[src/rtl/wb_port_arbiter.sv]
// Write-back port arbiter: shares the register-file write port between MEM/WB and a
// long-latency unit, forcing a one-cycle pipeline stall when the LU has waited too long.
module wb_port_arbiter #(
  parameter int unsigned XLEN     = 32,
  parameter int unsigned MAX_WAIT = 4
) (
  input  logic            clk,
  input  logic            reset,
  input  logic            wb_we_i,
  input  logic [4:0]      wb_rd_i,
  input  logic [XLEN-1:0] wb_data_i,
  input  logic            lu_issue_i,
  input  logic [4:0]      lu_issue_rd_i,
  input  logic            lu_valid_i,
  input  logic [4:0]      lu_rd_i,
  input  logic [XLEN-1:0] lu_data_i,
  output logic            lu_ready_o,
  output logic            stall_o,
  output logic            rf_we_o,
  output logic [4:0]      rf_rd_o,
  output logic [XLEN-1:0] rf_wdata_o,
  output logic [31:0]     pend_o
);

  localparam int unsigned CntW = (MAX_WAIT < 1) ? 1 : $clog2(MAX_WAIT + 1);
  localparam logic [CntW-1:0] CntLast = CntW'(MAX_WAIT - 1);

  typedef enum logic {StPipe, StForce} state_e;

  state_e          state_q, state_d;
  logic [CntW-1:0] wait_cnt_q, wait_cnt_d;
  logic [31:0]     pend_q, pend_d;

  logic            wb_req;
  logic            sel_valid;
  logic [4:0]      sel_rd;
  logic [XLEN-1:0] sel_data;
  logic            lu_ready;
  logic            stall;
  logic            lu_hs;
  logic            blocked;

  assign wb_req = wb_we_i && (wb_rd_i != 5'd0);

  // Source selection; the pipeline wins unless a forced LU slot is in progress.
  always_comb begin
    sel_valid = 1'b0;
    sel_rd    = 5'd0;
    sel_data  = '0;
    lu_ready  = 1'b0;
    stall     = 1'b0;
    unique case (state_q)
      StPipe: begin
        if (wb_req) begin
          sel_valid = 1'b1;
          sel_rd    = wb_rd_i;
          sel_data  = wb_data_i;
        end else begin
          lu_ready = lu_valid_i;
          if (lu_valid_i) begin
            sel_valid = 1'b1;
            sel_rd    = lu_rd_i;
            sel_data  = lu_data_i;
          end
        end
      end
      StForce: begin
        stall     = 1'b1;
        lu_ready  = 1'b1;
        sel_valid = lu_valid_i;
        sel_rd    = lu_rd_i;
        sel_data  = lu_data_i;
      end
      default: ;
    endcase
    if (reset) begin
      sel_valid = 1'b0;
      sel_rd    = 5'd0;
      sel_data  = '0;
      lu_ready  = 1'b0;
      stall     = 1'b0;
    end
  end

  always_comb begin
    rf_we_o    = sel_valid && (sel_rd != 5'd0);
    rf_rd_o    = rf_we_o ? sel_rd : 5'd0;
    rf_wdata_o = rf_we_o ? sel_data : '0;
    lu_ready_o = lu_ready;
    stall_o    = stall;
    pend_o     = pend_q;
  end

  assign lu_hs   = lu_valid_i && lu_ready;
  assign blocked = (state_q == StPipe) && lu_valid_i && !lu_ready;

  // Starvation counter: MAX_WAIT consecutive blocked cycles buy the LU one forced slot.
  always_comb begin
    state_d    = StPipe;
    wait_cnt_d = '0;
    if (blocked) begin
      wait_cnt_d = wait_cnt_q + CntW'(1);
      if (wait_cnt_q == CntLast) begin
        state_d = StForce;
      end
    end
  end

  // Issue set overrides a same-cycle retire clear of the same register.
  always_comb begin
    pend_d = pend_q;
    if (lu_hs && (lu_rd_i != 5'd0)) begin
      pend_d[lu_rd_i] = 1'b0;
    end
    if (lu_issue_i && (lu_issue_rd_i != 5'd0)) begin
      pend_d[lu_issue_rd_i] = 1'b1;
    end
    pend_d[0] = 1'b0;
  end

  always_ff @(posedge clk or posedge reset) begin
    if (reset) begin
      state_q    <= StPipe;
      wait_cnt_q <= '0;
      pend_q     <= '0;
    end else begin
      state_q    <= state_d;
      wait_cnt_q <= wait_cnt_d;
      pend_q     <= pend_d;
    end
  end

endmodule
[config.mk]
export PLATFORM = sky130hd
export DESIGN_NAME = wb_port_arbiter
export DESIGN_NICKNAME = d
export VERILOG_FILES = /design/src/rtl/wb_port_arbiter.sv
export SDC_FILE = /design/constraint.sdc
export NUM_CORES = 1
export LEC_CHECK = 0
export BUFFER_PORTS_ARGS = -buffer_cell sky130_fd_sc_hd__buf_4
export CAP_MARGIN = 15
export CORE_ASPECT_RATIO = 1.75
export CORE_MARGIN = 1
export CORE_UTILIZATION = 45
export DETAILED_ROUTE_END_ITERATION = 8
export HOLD_SLACK_MARGIN = 0.05
export PLACE_DENSITY = 0.95
export SYNTH_ARGS = -nofsm -noshare
export SYNTH_HDL_FRONTEND = slang
export SYNTH_SLANG_ARGS = --single-unit
[constraint.sdc]
create_clock -name clk -period 2.9 [get_ports clk]
set_clock_uncertainty 0.15 [all_clocks]
set_input_delay 0 -clock clk [delete_from_list [all_inputs] [get_ports clk]]
set_output_delay 0 -clock clk [all_outputs]
set_load 0.05 [all_outputs]
==> out/results.ini, run 1 <==
[global_route]
grt_pass1_wl_um=13190
grt_pass1_vias=2733
antenna_found_initial=0
grt.total_usage_pct=36.57
grt_max_degree=34
overflow=0

[route]
first_pass_iters=5
detail_route.vias_per_cell=6.017
ant_nets=0
num_vias=2798
avgRoutedWirePerCell_um=19.94
wl_um=9274
drtIter0Drc=120
drc_errors=0

[job]
maxCapViolCount=0

[critical_path]
crit_path_frequent_cell=dlygate4sd3_1
critPathMaxFanout=8
crit_start=lu_issue_rd_i[3]
slowest_delay_ps=630
critPathArrivalTime_ps=2830
crit_type=input port to flip-flop
required_ps=2980
cp-end-kind=flip-flop
crit_path_top_delay_cell=dlygate4sd3_1
critical_path.n_buffers_inverters=5
crit_family=buffers and inverters
worstSetupStartpointType=input port
r2r_start=state_q
crit_chain=dlygate4sd3_1 -> buf_4 -> nor3_1 -> dlygate4sd3_1 -> nand2_1 -> dlygate4sd3_1 -> nand2_1 -> dlygate4sd3_1

[yosys]
yosysTopAreaCell=dfrtp_1
yosysWarnings=0
synth_fa_ha_area_share_pct=1.137
synth-compound-area-share_pct=29.51
synth_simple_gate_area_share_pct=23.37
seq_area_frac_synth_pct=39.80
synth_seq_cells=35
synth_top_area_share_pct=39.80
yosysUniqueCellTypes=32
synth_mux_area_share_pct=0
synth_area_leaders=dfrtp_1 40%, a32o_1 15%, nand2_1 12%, o31ai_1 11%, nor2_1 2.7%
syn_avg_cell_area_um2=8.768
synth_area_um2=2201
synthCells=251
synth_top_family_by_area=compound AO/OA/AOI/OAI gates
synth_xor_area_share_pct=0
syn_nets=337

[timing]
drv_slew=0
fin_crit_sh_pct=94.90
grt_setup_unrepaired=no
worstMarginPinSlew_ps=1164
final-hold-violation-count=0
setup_viol_count_final=0
max_freq_mhz=363.4
worst_slew_margin_rel_pct=22.40
tns_ps=0
setup_ws_ps=148.0
min_period_ps=2752

[floorplanning]
die_w_um=54.87
die_height_um=94.52
dieArea_um2=5186
ios=156
coreArea_um2=4707
initial_utilization_pct=46.76
std_cell_rows=33

[outcome]
status=completed

[pwr]
p_leak_uw=0.001715
seqPwrFrac_pct=31.0
total_power_uw=2153
p_int_uw=1171
combPwrFrac_pct=50.9
irDropWorstVdd_mv=0.4572
p_sw_share_pct=45.60
switchingPower_uw=981.9
powerDensity_nw_per_um2=596.7
power.share.clock_pct=18.0

[cells_and_area]
layout-drive-gt1-share_pct=40.68
area_delta_synth_final_pct=63.96
final_common_cell=buf_4
fillers=353
antennaDiodeCount=0
fin_util_pct=76.66
fin_nets=498
mostFrequentLayoutCells=158 x buf_4, 69 x nand2_1, 35 x dfrtp_1

[clock_tree]
clock_latency_ps=280
path_clk_slew_ps=70
cts_buffers=5
cts_tree=done
clk_path_buf_depth=2
cts_sinks=35
htree_levels=2
cts_setup_buffers=0
clock-root-buffer=clkbuf_8

[min_path]
min_from=lu_valid_i
min_path_type=input port to flip-flop

[placement]
place_congestion=0.8958
port_buffers=154
place_worst_setup_slack_ps=522.8
hpwlAfterDp_um=6543

==> cells by family (layout without fill, tap and decap cells) <==
logic type | count (synthesis) | after routing
adders and majority gates | 2 | 2
AOI/OAI and AO/OA | 75 | 75
buffers and inverters | 25 | 187
and+or+nand+nor | 113 | 113
DFF | 35 | 35
other | 1 | 1
==> state kept, by name, indices dropped and copies added, names as in the netlist <==
register,count
wait_cnt_q,3
state_q,1
pend_o,31
==> power groups by stage <==
| stage | Sequential [uW] | Clock, uW | Combinational [uW] |
|---|---|---|---|
| 6_report | 668 | 388 | 1100 |
| 5_1_grt | 679 | 416 | 1140 |
| 4_1_cts | 665 | 390 | 1090 |
| 3_5_place_dp | 672 | 0 | 1060 |
| 3_3_place_gp | 672 | 0 | 1040 |
| 2_1_floorplan | 1030 | 0 | 318 |
==> cell usage after synthesis <==
master    number
nor2_1        16
conb_1         1
inv_1          4
o21ai_0        2
nor3b_1        4
buf_6          4
a32oi_1        5
nand3_1        2
or3b_2         1
ha_1           2
and2_1         2
o22a_1         1
clkbuf_1      11
buf_4          1
or2_1          1
nand2b_1       1
buf_1          1
a21boi_1       1
nand3b_1       5
a32o_1        32
buf_2          4
nand2_1       69
o31a_1         2
o32ai_1        1
or3_4          1
or3_1          1
dfrtp_1       35
nor3_1         1
o31ai_1       31
and3b_1        2
nor2b_1        4
and3_1         3
==> path summary, 6_finish.rpt <==
check                                     end  slack [ps]  cells past startpoint
worst max-delay path                pend_o[1]         150                      8
worst max register to register     pend_o[19]         550                      6
worst min-delay path            wait_cnt_q[1]          70                      4
worst min register to register  wait_cnt_q[0]         310                      1
max in group asynchronous          pend_o[20]        1620                      4
min in group asynchronous       wait_cnt_q[2]         260                      3
==> per-layer routing <==
| layer | vias to the layer above | wire (um) | GRT usage (%) |
|---|---|---|---|
| li1 | 1262 | - | - |
| met1 | 1305 | 2875 | 36.70 |
| met2 | 204 | 4827 | 64.96 |
| met3 | 27 | 1345 | 13.04 |
| met4 | 0 | 226 | 13.68 |
| met5 | - | 0 | 0 |
==> layout make-up <==
| class | instances | area, um2 | area share, % |
|---|---|---|---|
| flip-flops and latches | 35 | 875.8 | 24.27 |
| repair buffers | 175 | 1356 | 37.59 |
| inverters | 4 | 15.01 | 0.4161 |
| clock buffers | 8 | 100.1 | 2.774 |
| well taps | 52 | 65.06 | 1.803 |
| multi-input cells | 191 | 1196 | 33.15 |
==> worst reg2reg max path: stages, from the launching register on <==
cell,delay [ps]
dfrtp_1,410
nor2b_1,350
o31a_1,230
buf_4,330
o31ai_1,180
nand2_1,110
dlygate4sd3_1,540
==> repair_timing <==
action	in CTS	in global routing
hold buffers	17	0
gates resized for setup	0	0
hold endpoints to repair	48	0
==> per-stage QoR <==
step / instance area (um2) / hold WS [ps] / cells
2_1_floorplan: 2201 / 20.68 / 251
3_3_place_gp: 3338 / -3.098 / 440
3_5_place_dp: 3338 / 4.260 / 440
4_1_cts: 3608 / 63.63 / 465
5_1_grt: 3608 / 102.4 / 465
6_report: 3608 / 65.70 / 465
Note: power is estimated with default switching activity, not from simulation.
==> run 2, diff against run 1 <==
GPL_TIMING_DRIVEN = 0   (was not set)
==> out/results.ini, run 2 (synthesis results as in run 1) <==
[floorplanning]
die_height_um=94.52
die_w_um=54.87
coreArea_um2=4707
std_cell_rows=33
initial_utilization_pct=46.76
ios=156
dieArea_um2=5186

[route]
drc_errors=0
top_layer_used=met4
route.met3.wl_um=1450
first_pass_iters=6
detail_route.vias_per_cell=6.011
avgRoutedWirePerCell_um=19.04
drtIter0Drc=137
ant_nets=0
dr_wl_met2_um=4495
wl_met1_um=2785
wl_um=9008
num_vias=2843

[clock_tree]
clock-root-buffer=clkbuf_8
clk_path_buf_depth=2
cts_tree=done
htree_levels=2
cts_sinks=35
path_clk_slew_ps=70
clock_latency_ps=290
cts_buffers=5
post_cts_resized=0

[global_route]
grt_pass1_wl_um=13120
antenna_found_initial=0
overflow=0
grt_pass1_vias=2659
grt.total_usage_pct=36.06
grt_max_degree=23

[job]
maxCapViolCount=0

[placement]
place_congestion=0.8749
hpwlAfterDp_um=6972
port_buffers=151

[timing]
min_period_ps=2536
fin_crit_sh_pct=87.45
worst_slew_margin_rel_pct=30.34
drv_slew=0
holdWs_ps=83.05
worstMarginPinSlew_ps=1043
grt_setup_unrepaired=no
final-hold-violation-count=0
tns_ps=0
max_freq_mhz=394.3
setup_viol_count_final=0

[pwr]
p_leak_uw=0.001725
powerDensity_nw_per_um2=583.2
irDropWorstVdd_mv=0.5808

[outcome]
status=completed

[cells_and_area]
final_common_cell=buf_4
mostFrequentLayoutCells=152 x buf_4, 69 x nand2_1, 35 x dfrtp_1
fin_nets=506
regArea_um2=875.8
antennaDiodeCount=0
layout-drive-gt1-share_pct=40.14
largest_register_ffs=31
area_delta_synth_final_pct=63.96
multi_input_area_um2=1192
fillers=338

[critical_path]
critPathArrivalTime_ps=2390
crit_chain=dlygate4sd3_1 -> buf_4 -> nor2b_1 -> clkbuf_1 -> a21boi_1 -> clkbuf_1 -> a32o_1 -> buf_4
crit_family=buffers and inverters
slowest_delay_ps=540
cp-end-kind=output pin
critPathMaxFanout=10
crit_cells=8
worstSetupStartpointType=input port
crit_type=input port to output pin
r2r_cells=6
crit_path_top_delay_cell=dlygate4sd3_1
required_ps=2750
critical_path.n_buffers_inverters=5

[min_path]
min_path_cells=4
min_path_type=input port to flip-flop

run 2: cell count changes in the layout (fill, tap and decap cells not counted), moves of 2 or more:
cell and change:
buf_6 +4, buf_4 -6, dlygate4sd3_1 -7, clkbuf_8 -2
buf_2 +4, clkbuf_1 +12
run 2: layout make-up:
cell class                      count  share of cell area [%]
Multi-Input combinational cell    191                   33.04
Sequential cell                    35                   24.27
Buffer                             21                   3.259
Clock inverter                      1                  0.1387
Clock buffer                        7                   2.115
Inverter                            4                  0.4161
Tap cell                           52                   1.803
Timing Repair Buffer              162                   34.95
run 2: worst reg2reg max path: stages (launching register included):
cell and delay, ps:
dfrtp_1 420, nor2b_1 110, buf_2 170, o31a_1 290, clkbuf_1 400, o31ai_1 180, nand2_1 90
run 2: path summary, 6_finish.rpt:
path	start	endpoint	slack [ps]
max reg2reg	state_q	pend_o[16]	1040
max	reset	rf_wdata_o[5]	360
min reg2reg	wait_cnt_q[0]	wait_cnt_q[0]	300
min in group asynchronous	reset	pend_o[29]	260
max in group asynchronous	reset	pend_o[6]	1780
min	lu_valid_i	wait_cnt_q[2]	80
run 2: per-stage QoR:
stage               utilization (%)  worst slack, ps  instances  instance area [um2]  total power (uW)
global route                  76.66            263.1        473                 3608              2186
detailed placement            72.81            810.0        455                 3427              1747
CTS                           76.66            428.0        473                 3608              2096
finish                        76.66            364.0        473                 3608              2104
global placement              72.22            654.7        454                 3400              1723
floorplan                         -            817.6        251                 2201              1349
run 2: power by group:
| group | switching, uW | leakage (uW) | internal (uW) |
|---|---|---|---|
| Combinational | 733 | 0.00127 | 357 |
| Clock | 178 | 0.0000422 | 169 |
| Sequential | 71.9 | 0.000415 | 596 |
run 2: timing repair:
action,CTS,global route
buffers inserted,0,0
hold buffers,10,0
hold endpoints to repair,46,0
run 2: metal layers:
metal  track usage [%]  vias to the layer above
li1                  -                     1279
met1             37.10                     1311
met2             60.44                      226
met3             16.10                       27
met4             14.96                        0
met5                 0                        -
